File: config.mk
export PLATFORM = sky130hd
export DESIGN_NAME = alu
export DESIGN_NICKNAME = d
export VERILOG_FILES = /design/src/rtl/alu.sv
export SDC_FILE = /design/constraint.sdc
export NUM_CORES = 1
export LEC_CHECK = 0
export CAP_MARGIN = 20
export CORE_ASPECT_RATIO = 2
export CORE_MARGIN = 2
export CORE_UTILIZATION = 50
export DETAILED_ROUTE_END_ITERATION = 16
export GPL_TIMING_DRIVEN = 0
export PLACE_DENSITY_LB_ADDON = 0.25
export SLEW_MARGIN = 20
export SYNTH_ARGS = -nofsm -noshare
export SYNTH_HDL_FRONTEND = slang
export SYNTH_SLANG_ARGS = --single-unit
File: constraint.sdc
create_clock -name clk -period 0.8 [get_ports clk]
set_input_delay 0.12 -clock clk [delete_from_list [all_inputs] [get_ports clk]]
set_output_delay 0.12 -clock clk [all_outputs]
set_load 0.1 [all_outputs]
File: src/rtl/alu.sv
// MIPS32 EX-stage integer ALU: decodes the raw instruction word, selects operands,
// and registers a 32-bit result with {zero, negative, overflow} flags.
module alu (
   input  logic        clk,
   input  logic        rst_n,
   input  logic [31:0] instruction,
   input  logic [31:0] regA,
   input  logic [31:0] regB,
   output logic [31:0] result,
   output logic [2:0]  flags
);

   localparam logic [5:0] op_rtype = 6'h00;
   localparam logic [5:0] op_beq   = 6'h04;
   localparam logic [5:0] op_bne   = 6'h05;
   localparam logic [5:0] op_addi  = 6'h08;
   localparam logic [5:0] op_addiu = 6'h09;
   localparam logic [5:0] op_slti  = 6'h0a;
   localparam logic [5:0] op_sltiu = 6'h0b;
   localparam logic [5:0] op_andi  = 6'h0c;
   localparam logic [5:0] op_ori   = 6'h0d;
   localparam logic [5:0] op_xori  = 6'h0e;
   localparam logic [5:0] op_lw    = 6'h23;
   localparam logic [5:0] op_sw    = 6'h2b;

   localparam logic [5:0] fn_sll  = 6'h00;
   localparam logic [5:0] fn_srl  = 6'h02;
   localparam logic [5:0] fn_sra  = 6'h03;
   localparam logic [5:0] fn_sllv = 6'h04;
   localparam logic [5:0] fn_srlv = 6'h06;
   localparam logic [5:0] fn_srav = 6'h07;
   localparam logic [5:0] fn_add  = 6'h20;
   localparam logic [5:0] fn_addu = 6'h21;
   localparam logic [5:0] fn_sub  = 6'h22;
   localparam logic [5:0] fn_subu = 6'h23;
   localparam logic [5:0] fn_and  = 6'h24;
   localparam logic [5:0] fn_or   = 6'h25;
   localparam logic [5:0] fn_xor  = 6'h26;
   localparam logic [5:0] fn_nor  = 6'h27;
   localparam logic [5:0] fn_slt  = 6'h2a;
   localparam logic [5:0] fn_sltu = 6'h2b;

   // Signed overflow of a + b = s: same-sign operands, result sign differs.
   function automatic logic add_ovf(input logic [31:0] a, input logic [31:0] b,
                                    input logic [31:0] s);
      return (a[31] == b[31]) && (s[31] != a[31]);
   endfunction

   // Signed overflow of a - b = d: operand signs differ, result sign differs from a.
   function automatic logic sub_ovf(input logic [31:0] a, input logic [31:0] b,
                                    input logic [31:0] d);
      return (a[31] != b[31]) && (d[31] != a[31]);
   endfunction

   logic [5:0]  opcode_s;
   logic [5:0]  funct_s;
   logic [4:0]  shamt_s;
   logic [31:0] rs_s;
   logic [31:0] rt_s;
   logic [31:0] simm_s;
   logic [31:0] zimm_s;
   logic [31:0] sum_rt_s;
   logic [31:0] diff_rt_s;
   logic [31:0] sum_imm_s;
   logic [31:0] res_s;
   logic [2:0]  flags_s;
   logic [31:0] result_r;
   logic [2:0]  flags_r;

   assign opcode_s  = instruction[31:26];
   assign funct_s   = instruction[5:0];
   assign shamt_s   = instruction[10:6];
   // A zero register field selects regA, any other field value selects regB.
   assign rs_s      = (instruction[25:21] == 5'd0) ? regA : regB;
   assign rt_s      = (instruction[20:16] == 5'd0) ? regA : regB;
   assign simm_s    = {{16{instruction[15]}}, instruction[15:0]};
   assign zimm_s    = {16'h0000, instruction[15:0]};
   assign sum_rt_s  = rs_s + rt_s;
   assign diff_rt_s = rs_s - rt_s;
   assign sum_imm_s = rs_s + simm_s;

   // Combinational decode and evaluation of the current instruction.
   always_comb begin
      res_s   = 32'h0000_0000;
      flags_s = 3'b000;
      case (opcode_s)
         op_rtype: begin
            case (funct_s)
               fn_add:  begin res_s = sum_rt_s;  flags_s = {2'b00, add_ovf(rs_s, rt_s, sum_rt_s)}; end
               fn_addu: res_s = sum_rt_s;
               fn_sub:  begin res_s = diff_rt_s; flags_s = {2'b00, sub_ovf(rs_s, rt_s, diff_rt_s)}; end
               fn_subu: res_s = diff_rt_s;
               fn_and:  res_s = rs_s & rt_s;
               fn_or:   res_s = rs_s | rt_s;
               fn_xor:  res_s = rs_s ^ rt_s;
               fn_nor:  res_s = ~(rs_s | rt_s);
               fn_slt: begin
                  res_s   = {31'd0, ($signed(rs_s) < $signed(rt_s))};
                  flags_s = {1'b0, res_s[0], 1'b0};
               end
               fn_sltu: begin
                  res_s   = {31'd0, (rs_s < rt_s)};
                  flags_s = {1'b0, res_s[0], 1'b0};
               end
               fn_sll:  res_s = rt_s << shamt_s;
               fn_srl:  res_s = rt_s >> shamt_s;
               fn_sra:  res_s = $signed(rt_s) >>> shamt_s;
               fn_sllv: res_s = rt_s << rs_s[4:0];
               fn_srlv: res_s = rt_s >> rs_s[4:0];
               fn_srav: res_s = $signed(rt_s) >>> rs_s[4:0];
               default: begin
                  res_s   = 32'h0000_0000;
                  flags_s = 3'b000;
               end
            endcase
         end
         op_addi:  begin res_s = sum_imm_s; flags_s = {2'b00, add_ovf(rs_s, simm_s, sum_imm_s)}; end
         op_addiu: res_s = sum_imm_s;
         op_slti: begin
            res_s   = {31'd0, ($signed(rs_s) < $signed(simm_s))};
            flags_s = {1'b0, res_s[0], 1'b0};
         end
         op_sltiu: begin
            res_s   = {31'd0, (rs_s < simm_s)};
            flags_s = {1'b0, res_s[0], 1'b0};
         end
         op_andi:  res_s = rs_s & zimm_s;
         op_ori:   res_s = rs_s | zimm_s;
         op_xori:  res_s = rs_s ^ zimm_s;
         // Branches only report equality; taking the branch is decided downstream.
         op_beq, op_bne: begin
            res_s   = diff_rt_s;
            flags_s = {(diff_rt_s == 32'h0000_0000), 2'b00};
         end
         op_lw, op_sw: res_s = sum_imm_s;
         default: begin
            res_s   = 32'h0000_0000;
            flags_s = 3'b000;
         end
      endcase
   end

   // Output register; clears asynchronously on reset.
   always_ff @(posedge clk or negedge rst_n) begin
      if (!rst_n) begin
         result_r <= 32'h0000_0000;
         flags_r  <= 3'b000;
      end else begin
         result_r <= res_s;
         flags_r  <= flags_s;
      end
   end

   assign result = result_r;
   assign flags  = flags_r;

endmodule

==> results of run 1 <==
==> synthesized netlist by cell type (9+ instances only) <==
master    count  area, µm²
a211oi_1     40      300.3
o21ai_1      21      105.1
a31oi_1      35      219.0
nand3_1      40      200.2
inv_2        13      48.80
buf_2        41      205.2
dfrtp_1      35      875.8
nor4_1       14      87.58
a21oi_1     173      865.8
buf_4         9      67.56
mux2_2       62      698.2
o211ai_1     56      420.4
inv_1       124      465.5
and3_1       11      68.82
a221oi_1     25      219.0
xnor2_1      85      744.5
buf_6        11      123.9
ha_1        175       2190
nor2_1      194      728.2
or4_1        10      75.07
buf_1        11      41.29
o21a_1       10      75.07
o221ai_1     18      157.7
clkbuf_1     79      296.5
nand4_1      17      106.4
o22ai_1      39      244.0
xor2_1       18      157.7
o21bai_1     23      172.7
nand2_1     209      784.5
a22oi_1      15      112.6
mux2i_1     271       2713
nor3_1       52      260.3
a21o_1       27      202.7
nor2b_1      21      131.4
o31ai_1      13      97.59
or3_1        20      125.1
nand2b_1     22      137.6
nor3b_1       9      67.56
o21ai_0      95      475.5
==> kinds of logic after synthesis <==
group | synth area share (%)
simple gates | 19.03
xor+xnor | 5.371
flops | 5.214
compound gates | 28.51
fa+ha+maj | 13.39
mux | 20.93
buf+inv | 7.546
==> stage by stage <==
step	utilization [%]	cell area, µm²
floorplan	-	17260
CTS	67.66	22600
detailed placement	57.35	19160
global placement	57.16	19090
==> repair_timing <==
item / 4_1_cts
cloned: 3
resized for setup: 662
buffers inserted: 160
hold endpoints to repair: 8
endpoints found under the setup margin: 70
hold buffers: 1
pin swaps: 105
==> layer usage <==
metal / track usage, % / overflow
met5: 20.09 / 0
met4: 82.06 / 196
met3: 62.62 / 6
met2: 96.80 / 298
met1: 76.88 / 5
==> impl_metrics.py, run 1 <==
metrics = {
    "placed_design": {
        "place.port_buffers": 129,
        "dp_slack_ns": -6.167,
        "routabilityCongestion": 1.272,
        "dp_hpwl_um": 85860,
        "dpl.cell_count": 2878,
    },
    "yosys": {
        "synth_cells": 2311,
        "syn_avg_cell_area_um2": 7.268,
        "synth_nets": 2587,
        "synth_ff_type": "dfrtp_1",
        "ys_async_sr_fraction_pct": 100.0,
        "ys_types": 105,
        "ys_seq_elements": 35,
        "synth_edf_count": 0,
        "ys.warnings.count": 0,
        "yosysSeqAreaShare_pct": 5.214,
        "syn_area_um2": 16800,
    },
    "cts": {
        "root_buffer": "clkbuf_16",
        "htreeDepth": 2,
        "clk_path_buf_depth": 2,
        "clkSinkCount": 35,
        "cts_made_buffers": 5,
    },
    "die": {
        "rows": 95,
        "io_pins": 133,
        "dieHeight_um": 263.2,
        "start_util_pct": 50.29,
        "die_w_um": 133.6,
    },
    "global_routing": {
        "grt_max_degree": 28,
        "grt_overflow": 505,
        "gr-usage-all-layers_pct": 78.76,
        "grt_pass1_vias": 26480,
        "grt_pass1_wl_um": 211000,
    },
    "status": {
        "lastStage": "global routing",
        "tool.error": "[ERROR GRT-0116] Global routing finished with congestion. Check the congestion regions in the DRC Viewer.",
        "status": "stopped before the end",
    },
}
==> run 2: changes to the inputs <==
CORE_ASPECT_RATIO = unset   (was 2)
CORE_UTILIZATION = 35   (was 50)
PLACE_DENSITY_LB_ADDON = 0.15   (was 0.25)
==> impl_metrics.py, run 2 <==
metrics = {
    "status": {
        "status": "complete, but fails checks",
        "violations": "setup timing",
    },
    "power_and_ir_drop": {
        "comb_power_share_pct": 82.5,
        "power.internal_uw": 10470,
        "p_clk_share_pct": 9.3,
        "seqPwrFrac_pct": 8.1,
        "peakVddDrop_uv": 787.9,
        "power_per_cell_area_nw_per_um2": 991.0,
        "p_sw_share_pct": 56.10,
        "switchingPower_uw": 13370,
        "power_leakage_uw": 0.009965,
    },
    "placed_design": {
        "place.port_buffers": 129,
        "dpl_cell_area_um2": 19420,
        "routabilityCongestion": 1.083,
        "dp_hpwl_um": 90320,
        "dp_slack_ns": -5.875,
    },
    "route": {
        "vias": 21580,
        "ant_nets": 0,
        "drt-pass1-iter-count": 6,
        "wire_per_inst_um": 35.04,
        "via_per_inst": 6.631,
        "drt_iter0_markers": 2874,
        "wirelength_um": 114000,
        "drc": 0,
    },
    "timing": {
        "maxSlewViolCount": 0,
        "hold_viol": 0,
        "rsz0062_at_grt": "yes",
        "fin_setup_tns_ns": -122.77,
        "worst_slack_ns": -3.649,
        "period_needed_ns": 4.449,
        "tightest_slew_ns": 1.383,
        "whs_ns": 0.2113,
        "post-route-period-util_pct": 556.1,
        "setup_viol_count_final": 70,
        "relSlewSlack_pct": 7.429,
        "max_freq_mhz": 224.8,
    },
    "yosys": {
        "synth_top_cell_by_area": "mux2i_1",
        "ys_types": 105,
        "synth_edf_count": 0,
        "synth.top_cell.area_share_pct": 16.15,
        "ys_seq_elements": 35,
        "yosysSeqAreaShare_pct": 5.214,
        "synthTopCellsByCount": "mux2i_1, nand2_1, nor2_1, ha_1, a21oi_1",
        "syn_avg_cell_area_um2": 7.268,
        "ys.warnings.count": 0,
        "synth_area_leaders": "mux2i_1, ha_1, dfrtp_1, a21oi_1, nand2_1",
        "syn_area_um2": 16800,
        "yosysMostFrequentCell": "mux2i_1",
        "synth_ff_type": "dfrtp_1",
        "ys_async_sr_fraction_pct": 100.0,
        "synth_nets": 2587,
        "synth_cells": 2311,
    },
    "cts": {
        "root_buffer": "clkbuf_16",
        "cts_made_buffers": 5,
        "clk_pin_slew_ns": 0.07,
        "clkSinkCount": 35,
        "htreeDepth": 2,
        "cts_tree": "built",
        "clk_path_buf_depth": 2,
    },
    "worst_setup_path": {
        "crit_type": "in2reg",
        "cp-startpoint": "instruction[20]",
        "critical_path_arrival_ns": 4.68,
        "critical_path.max_fanout": 4,
        "required_ns": 1.03,
        "start_kind": "input port",
        "critPathCaptureType": "flop",
    },
    "die": {
        "die-area_um2": 49760,
        "rows": 80,
        "io_pins": 133,
        "start_util_pct": 35.33,
        "dieHeight_um": 223.1,
        "core_area_um2": 47550,
        "die_w_um": 223.1,
    },
    "cells_and_area": {
        "design_area_um2": 24050,
        "fillers": 4554,
        "area_delta_synth_final_pct": 43.20,
        "largest_reg_flops": 32,
        "multi_input_area_um2": 17320,
        "final_cell_mix": "mux2i_1, nand2_1, nor2_1",
        "final_common_cell": "mux2i_1",
        "drive_gt1_share_pct": 31.59,
        "utilization_pct": 50.59,
        "nets": 2912,
        "seq_area_um2": 918.4,
    },
    "global_routing": {
        "grt_max_degree": 26,
        "antenna_found_initial": 1,
        "grt_pass1_vias": 21020,
        "grt_pass1_wl_um": 157700,
        "grt_overflow": 0,
        "gr-usage-all-layers_pct": 44.37,
    },
    "run": {
        "cap_violations": 0,
    },
    "hold_path": {
        "hp-class": "in2async",
    },
}
run 2: cell counts after synthesis:
No cell type changed its count.
run 2: cells by family after synthesis:
group           after synthesis  synth area share (%)
compound gates              701                 28.51
fa+ha+maj                   178                 13.39
flops                        35                 5.214
simple gates                665                 19.03
buf+inv                     290                 7.546
mux                         339                 20.93
xor+xnor                    103                 5.371
run 2: through the flow:
stage	cells	total power [µW]
after global routing	3252	24510
after global placement	3055	16880
final	3254	23840
after floorplan	2311	11500
after CTS	3226	22280
after detailed placement	3061	16910
run 2: routing by layer:
metal	GRT usage, %	up-vias	wire length (µm)
li1	-	9210	-
met1	56.48	10550	44680
met3	12.22	334	13110
met5	0	-	13
met4	27.56	2	8505
met2	66.21	1480	47710
run 2: final timing paths:
| check | endpoint | slack [ns] | cells after the start |
|---|---|---|---|
| max in group asynchronous | result[7] | 0.09 | 3 |
| max | flags[2] | -3.65 | 21 |
| min | result[18] | 0.21 | 2 |
| min in group clk | result[3] | 0.58 | 5 |
run 2: cell type report:
type,instances,share of cell area (%)
timing repair buffer,329,13.92
clock buffer,5,0.5202
inverter,138,2.486
multi-input combinational,1986,72.02
sequential,35,3.818
tap,615,3.199
buffer,141,3.912
clock inverter,3,0.1040
antenna,2,0.02081
run 2: worst max-delay path: stages:
cell      delay [ns]
buf_6           0.09
or4_4           0.53
nor2_4          0.17
buf_12          0.17
buf_16          0.16
mux2i_4         0.28
inv_4           0.08
ha_4            0.17
inv_2           0.05
fa_2            0.25
nand2b_4        0.08
a221oi_4        0.34
buf_4           0.19
nor2_2          0.05
o21bai_1        0.17
xor2_1          0.21
or4bb_4         0.59
nor4_4          0.16
nand4_1         0.14
or4_4           0.48
nor4_4          0.17
run 2: timing repair:
item                       4_1_cts  5_1_grt
pin swaps                      116       91
gates cloned                     2        0
gates resized for setup        705      146
hold endpoints to repair        21        0
setup buffers                  165       31
hold buffers                     1        0
setup endpoints to repair       70       70
run 2: power by group through the flow:
stage | sequential (µW) | combinational, µW | clock (µW)
final | 1940 | 19700 | 2230
after global routing | 1950 | 20300 | 2310
after CTS | 1930 | 18100 | 2260
after detailed placement | 1930 | 15000 | 0
after global placement | 1930 | 14900 | 0
after floorplan | 2620 | 8880 | 0
Power figures use the tool's default switching activity.
